$ cat src/rtl/reg_scoreboard.sv
// reg_scoreboard: producer-side hazard tracker for the 5-stage pipeline.
// Tracks outstanding GPR writers and stalls ID issue on unresolved RAW hazards or resource limits.
module reg_scoreboard #(
    parameter int NREG  = 32,
    parameter int TAG_W = 3,
    parameter int CNT_W = 2
) (
    input  logic             clk,
    input  logic             reset,
    input  logic             issue_valid,
    input  logic             issue_wen,
    input  logic [4:0]       issue_rd,
    input  logic [1:0]       issue_kind,
    input  logic [4:0]       src_rj,
    input  logic [4:0]       src_rk,
    input  logic [4:0]       src_rd,
    input  logic             use_rj,
    input  logic             use_rk,
    input  logic             use_rd,
    output logic             stall,
    output logic [TAG_W-1:0] issue_tag,
    input  logic             rdy_valid,
    input  logic [TAG_W-1:0] rdy_tag,
    input  logic [4:0]       rdy_rd,
    input  logic             wb_valid,
    input  logic [TAG_W-1:0] wb_tag,
    input  logic [4:0]       wb_rd,
    input  logic             flush,
    output logic [TAG_W:0]   inflight
);
    localparam logic [CNT_W-1:0] CMAX = '1;
    localparam logic [TAG_W:0]   FULL = {1'b1, {TAG_W{1'b0}}};
    localparam logic [1:0]       K_ALU = 2'd0;
    localparam logic [1:0]       K_LONG = 2'd2;

    logic [CNT_W-1:0] cnt_q [NREG];
    logic [CNT_W-1:0] cnt_d [NREG];
    logic [TAG_W-1:0] ytag_q [NREG];
    logic [TAG_W-1:0] ytag_d [NREG];
    logic [NREG-1:0]  rdy_q, rdy_d;
    logic [TAG_W-1:0] tag_q, tag_d, long_tag_q, long_tag_d;
    logic [TAG_W:0]   infl_q, infl_d;
    logic             long_busy_q, long_busy_d;
    logic             haz_j, haz_k, haz_d, sat, acc_w;
    logic             unused_wb_tag;

    // Retirement is tracked by register only; the tag is informational.
    assign unused_wb_tag = ^wb_tag;

    assign haz_j = use_rj && src_rj != 5'd0 && cnt_q[src_rj] != '0 && !rdy_q[src_rj];
    assign haz_k = use_rk && src_rk != 5'd0 && cnt_q[src_rk] != '0 && !rdy_q[src_rk];
    assign haz_d = use_rd && src_rd != 5'd0 && cnt_q[src_rd] != '0 && !rdy_q[src_rd];
    assign sat   = issue_wen && issue_rd != 5'd0 && cnt_q[issue_rd] == CMAX;
    assign stall = issue_valid && (haz_j || haz_k || haz_d || sat || infl_q == FULL ||
                                   (issue_kind == K_LONG && long_busy_q));
    assign acc_w = issue_valid && !stall && issue_wen && issue_rd != 5'd0;
    assign issue_tag = tag_q;
    assign inflight  = infl_q;

    always_comb begin
        cnt_d       = cnt_q;
        ytag_d      = ytag_q;
        rdy_d       = rdy_q;
        tag_d       = tag_q;
        infl_d      = infl_q;
        long_busy_d = long_busy_q;
        long_tag_d  = long_tag_q;
        if (flush) begin
            for (int r = 0; r < NREG; r++) begin
                cnt_d[r]  = '0;
                ytag_d[r] = '0;
            end
            rdy_d       = '1;
            infl_d      = '0;
            long_busy_d = 1'b0;
        end else begin
            if (rdy_valid && rdy_rd != 5'd0 && rdy_tag == ytag_q[rdy_rd])
                rdy_d[rdy_rd] = 1'b1;
            if (rdy_valid && long_busy_q && rdy_tag == long_tag_q)
                long_busy_d = 1'b0;
            if (wb_valid && wb_rd != 5'd0 && cnt_q[wb_rd] != '0)
                cnt_d[wb_rd] = cnt_q[wb_rd] - 1'b1;
            if (wb_valid && infl_q != '0)
                infl_d = infl_q - 1'b1;
            // Issue is applied last so its rdy/ytag override same-cycle rdy/wb events.
            if (acc_w) begin
                cnt_d[issue_rd]  = cnt_d[issue_rd] + 1'b1;
                ytag_d[issue_rd] = tag_q;
                rdy_d[issue_rd]  = issue_kind == K_ALU;
                tag_d            = tag_q + 1'b1;
                infl_d           = infl_d + 1'b1;
                long_busy_d      = issue_kind == K_LONG ? 1'b1 : long_busy_d;
                long_tag_d       = issue_kind == K_LONG ? tag_q : long_tag_q;
            end
        end
    end

    always_ff @(posedge clk) begin
        if (reset) begin
            for (int r = 0; r < NREG; r++) begin
                cnt_q[r]  <= '0;
                ytag_q[r] <= '0;
            end
            rdy_q       <= '1;
            tag_q       <= '0;
            infl_q      <= '0;
            long_busy_q <= 1'b0;
            long_tag_q  <= '0;
        end else begin
            cnt_q       <= cnt_d;
            ytag_q      <= ytag_d;
            rdy_q       <= rdy_d;
            tag_q       <= tag_d;
            infl_q      <= infl_d;
            long_busy_q <= long_busy_d;
            long_tag_q  <= long_tag_d;
        end
    end
endmodule

$ cat config.mk
export PLATFORM = sky130hd
export DESIGN_NAME = reg_scoreboard
export DESIGN_NICKNAME = d
export VERILOG_FILES = /design/src/rtl/reg_scoreboard.sv
export SDC_FILE = /design/constraint.sdc
export NUM_CORES = 1
export LEC_CHECK = 0
export ABC_AREA = 1
export BUFFER_PORTS_ARGS = -buffer_cell sky130_fd_sc_hd__buf_2
export CAP_MARGIN = 20
export CORE_MARGIN = 3
export CORE_UTILIZATION = 35
export DETAILED_ROUTE_END_ITERATION = 12
export HOLD_SLACK_MARGIN = 0.03
export PLACE_DENSITY = 0.59
export REMOVE_ABC_BUFFERS = 1
export SKIP_CTS_REPAIR_TIMING = 1
export SLEW_MARGIN = 30
export SYNTH_ARGS = -nofsm -noshare
export SYNTH_HDL_FRONTEND = slang
export SYNTH_SLANG_ARGS = --single-unit
export TNS_END_PERCENT = 1
$ cat constraint.sdc
create_clock -name clk -period 3.85 [get_ports clk]
set_input_delay 0.5775 -clock clk [delete_from_list [all_inputs] [get_ports clk]]
set_output_delay 0.5775 -clock clk [all_outputs]
set_load 0.05 [all_outputs]
* Word level (Yosys, flattened, before mapping)
Index checks and enable logic that the tools add are counted.
Word-level totals: bits in registers 203, input port bits 48, output and inout bits 8, logic and storage cells 206
Operators by class: add/sub/neg operators 5, magnitude comparators 15, equality and inequality tests 5, muxes and demuxes 53, bitwise operators 8, reduce and logical (&&, ||, !) cells 51
Operators by type and width (count):
- $mux 64 | 3
- $bwmux 64 | 2
- $bwmux 96 | 1
- $mux 32 | 3
- $bmux 2 s5 | 6
- $ge 6x6->1 const B | 6
- $not 5->6 | 6
- $bwmux 32 | 1
- $or 32x32->32 | 1
- $lt 5x6->1 const B | 5
- $reduce_bool 5->1 | 6
- $mux 2 | 14
- $logic_and 1x1->1 | 27
- $demux 2 s5 | 2
- $bmux 1 s5 | 3
- $bmux 3 s5 | 1
- $demux 3 s5 | 1
- $lt 6x1->1 const B | 2
- $mux 4 | 3
- $demux 1 s5 | 2
- $ge 5x1->1 const B | 2
- $mux 3 | 3
- $mux 1 | 8
- $reduce_bool 2->1 | 4
- other kinds (16) | 25

* Longest topological paths before layout
depth in word-level cells 18, mapped depth 33, depth with buffers taken out 29

* Worst setup path before layout
OpenSTA, ideal clock, no wires.
path kind in2reg, start point in wb_rd[0], end point reg cnt_q[23] (netlist name), library setup time 109 ps, arrival time 3412 ps, required time 3741 ps, slack 329 ps, cell stages on the path 32, buffers on the path 4, path through buf_4 -> inv_2 -> buf_2 -> nand2_1 -> nand2_1 -> nand2_1 -> nand2_1 -> nand2_1 -> nand2_1 -> nor2_1 -> buf_2 -> nand2_1 -> inv_1 -> ha_1 -> inv_1 -> nand2_1 -> nor2_1 -> nand2_1 -> inv_2 -> nand2_1 -> nand3b_1 -> nand3_1 -> nand2_1 -> o21ai_0 -> nand2_1 -> nor2_1 -> nand3_2 -> nand2_2 -> buf_4 -> nand3_1 -> nand2_1 -> inv_1
On the way: cells in the longest elaborated chain, start to end 14, elaborated cells between the ends (all ways) 23, those cells by class 2 x add/sub; 2 x order compare; 13 x mux; 1 x bitwise; 5 x reduce/logical
RTL lines:
- start, declared | RTL line 27 | input logic [4:0] wb_rd,
- $not 5->6 (implied by the code) | RTL line 81, 82
- $bmux 2 s5 (tied with other cells) | RTL line 81, 82
- $mux 2 (implied by the code) / $logic_and 1x1->1 (equally long branches) | RTL line 81, 82
- $mux 2 (on tied branches) | RTL line 81, 82
- $sub 2x1->2 (tied with other cells) | RTL line 82 | cnt_d[wb_rd] = cnt_q[wb_rd] - 1'b1;
- $bwmux 64 / $logic_and 1x1->1 (equally long branches) | RTL line 82, 81
- $mux 64 * | RTL line 81 | if (wb_valid && wb_rd != 5'd0 && cnt_q[wb_rd] != '0)
- $mux 64 * | RTL line 68 | if (flush) begin
- $bmux 2 s5 | RTL line 87 | cnt_d[issue_rd] = cnt_d[issue_rd] + 1'b1;
- $mux 2 (implied by the code) (2 in series) | RTL line 87
- $add 2x1->2 | RTL line 87
- $bwmux 64 | RTL line 87
- $mux 64 * | RTL line 86 | if (acc_w) begin
- end signal, assigned | RTL line 110 | cnt_q <= cnt_d;
- end, declared | RTL line 36 | logic [CNT_W-1:0] cnt_q [NREG];
Mark *: on every way between the ends. The rest lies on a longest branch, timed or not. The select of a mux whose other input is x is not followed. A chain may end at the register's enable or synchronous reset.

* Worst setup path in the final report
start point in wb_rd[0], end point reg cnt_q[9] (netlist name)
Same word-level chain as after synthesis.

==> results_dict.tcl <==
set metrics [dict create \
    yosysMostFrequentCell "nand2_1" \
    synth_compound_gate_area_share 0.213 \
    n_antenna_cell 0 \
    vias_per_cell 5.47 \
    report.final.slew_viol_count 0 \
    numCtsBuffers 26 \
    ys_seq_area_frac 0.313 \
    worst-slew-pin-transition_ns 0.841 \
    cts_buffer_depth 3 \
    synth_seq_cells 203 \
    synth-edff-count 0 \
    crit_type "in -> reg" \
    path_buf_inv 11 \
    gp_congestion 1.02 \
    period_minus_slack_ns 3.65 \
    startpoint "wb_rd[0]" \
    final_layout_size_suffix_gt1_frac 0.159 \
    finalInstanceArea_sq_um 16200 \
    postPlaceCellArea_sq_um 15200 \
    timing.final.ws_setup_ns 0.200 \
    dieArea_sq_um 39400 \
    endpoint "cnt_q[9]" \
    ys_warn_count 0 \
    syn_inst 2168 \
    muxShareOfSynthArea 0 \
    htreeDepth 1 \
    yosysTopAreaCellShare 0.313 \
    path_clk_slew_ns 0.06 \
    synthFlopType "dfxtp_1" \
    initial_utilization 0.359 \
    overflow 0 \
    slew-limit-headroom 0.439 \
    drc 0 \
    crit_cells 33 \
    status "completed" \
    synth_area_leaders "dfxtp_1 (31%), nand2_1 (18%), o21ai_0 (9.4%), inv_1 (7.2%), nor2_1 (6.7%)" \
    synth_xor_area_frac 0.00135 \
    crit_family "simple AND/OR/NAND/NOR gates" \
    place_hpwl_um 41500 \
    period_share 0.948 \
    min-delay-path-class "in -> reg" \
    wire_per_inst_um 19.6 \
    cts_sinks 203 \
    avgSynthCellArea_sq_um 5.98 \
    critPathRequiredTime_ns 4.28 \
    first_iter_violations 2032 \
    pre_cts_slack_ns -0.538 \
    dieHeight_um 199 \
    synthesis.area_sq_um 13000 \
    dr.pass1.iters 8 \
    worstPathMaxFanout 15 \
    crit_path_start_kind "input pin" \
    coreArea_sq_um 36100 \
    cts_tree "yes" \
    placementRows 69 \
    vias 15660 \
    antenna_found_initial 1 \
    async_flop_share 0 \
    cpPeakStageDelay_ns 0.23 \
    grt_pass1_wl_um 84400 \
    area_growth_pct 24.9 \
    grt_usage 0.277 \
    critPathCaptureType "flip-flop" \
    reg2reg_depth 30 \
    timing.final.setup_violations 0 \
    drv_cap 0 \
    clk_latency_ns 0.53 \
    ys_types 35 \
    port_buffers 52 \
    leakagePower_uw 0.00733 \
    worstPathArrival_ns 4.08 \
    die_w_um 199 \
    yosysTopAreaCell "dfxtp_1" \
    skew_ns 0.0120 \
    rsz0062_at_grt "true" \
    root_buffer "clkbuf_16" \
    r2r_end "cnt_q[9]" \
    vdd_ir_drop_max_mv 0.244 \
    synthAdderAreaFrac 0.00386 \
    rrSetupSlack_ns 0.24 \
    ys_top_cells_by_count "nand2_1 (606), inv_1 (248), o21ai_0 (243)" \
    hold_violations 0 \
    cpMaxStageDelayCell "o21ai_0" \
    synth_top_family_by_area "simple AND/OR/NAND/NOR gates" \
    postRouteWirelength_um 56200 \
    final_nets 2435 \
    grt_pass1_vias 14258 \
    synthSimpleGateAreaFrac 0.361 \
    p_per_area_nw_per_um2 329 \
    r2r_start "cnt_q[30]" \
    ant_nets 0 \
    cpMostUsedCell "nand2_1" \
    grt_max_degree 129 \
    num_io_pins 56 \
    max_freq_ghz 0.274 \
]
sequential cells by signal, indices dropped and copies added (netlist names):
name and flops:
issue_tag 3, long_tag_q 3, inflight 4, cnt_q 64, long_busy_q 1, ytag_q 96, rdy_q 32
report_power, final:
group	switching, uW	total, uW	leakage (uW)	internal (uW)
clock network	986	2550	0.000442	1560
registers	5.37	2110	0.00164	2110
logic	473	673	0.00525	200
worst register-to-register path: cells and delay by family (launching register included):
family | cells | cell delay, ns
AOI/OAI and AO/OA | 3 | 0.53
adders and majority gates | 1 | 0.16
buffers and inverters | 9 | 1.03
DFF | 1 | 0.36
and+or+nand+nor | 17 | 1.45
final cells by class:
class	instances	area, sq um
Inverter	258	971
Tap cell	461	577
Clock inverter	12	145
Timing Repair Buffer	281	2130
Sequential cell	203	4060
Fill cell	3851	19900
Clock buffer	36	749
Multi-Input combinational cell	1613	7570
per-layer routing:
metal | track usage | up-vias | wire length, um
li1 | - | 7523 | -
met4 | 0.0992 | 0 | 2150
met3 | 0.0403 | 146 | 5710
met5 | 0 | - | 0
met2 | 0.428 | 859 | 23900
met1 | 0.394 | 7132 | 24500
how the worst min path moves through the flow:
stage | cells after the start | slack, ns | start | to
6_report | 2 | 0.31 | reset | long_tag_q[2]
5_1_grt | 2 | 0.32 | reset | long_tag_q[0]
4_1_cts | 2 | 0.29 | reset | long_tag_q[0]
3_5_place_dp | 2 | 0.41 | rdy_q[0] | rdy_q[0]
3_3_place_gp | 2 | 0.41 | rdy_q[0] | rdy_q[0]
2_1_floorplan | 2 | 0.40 | rdy_q[0] | rdy_q[0]
per-stage QoR:
| stage | utilization | std cells | setup TNS [ns] | hold slack, ns | total power [uW] |
|---|---|---|---|---|---|
| after CTS | 0.447 | 2862 | -0.0154 | 0.294 | 5310 |
| after detailed placement | 0.422 | 2814 | -29.95 | 0.411 | 2790 |
| final | 0.449 | 2864 | 0 | 0.306 | 5330 |
| after global routing | 0.449 | 2864 | -0.0346 | 0.319 | 5480 |
| after global placement | 0.422 | 2814 | -28.84 | 0.406 | 2790 |
| after floorplan | - | 2074 | -294.01 | 0.397 | 2450 |
cell usage in the layout (no fill, tap or decap), drive strengths merged:
master | Yosys | final
xor2 | 2 | 2
nand3 | 146 | 146
dfxtp | 203 | 203
clkinv | 3 | 9
inv | 255 | 257
o21bai | 13 | 13
o211ai | 39 | 39
or2 | 8 | 8
clkinvlp | 0 | 1
ha | 4 | 4
o41ai | 1 | 1
nand2 | 613 | 613
o22ai | 20 | 20
nand3b | 16 | 16
o221ai | 2 | 2
clkbuf | 57 | 38
buf | 37 | 279
nor2 | 253 | 253
a21oi | 136 | 136
bufinv | 0 | 3
a22oi | 37 | 37
nor3 | 51 | 51
nand4 | 20 | 20
a22o | 1 | 1
o21ai | 250 | 250
a31oi | 1 | 1
logic make-up (layout without fill, tap and decap cells):
kind of cell	after synthesis	in the layout
simple gates	1107	1107
compound gates	500	500
buf+inv	352	587
flops	203	203
fa+ha+maj	4	4
xor+xnor	2	2
Note: power is estimated with default switching activity, not from simulation.
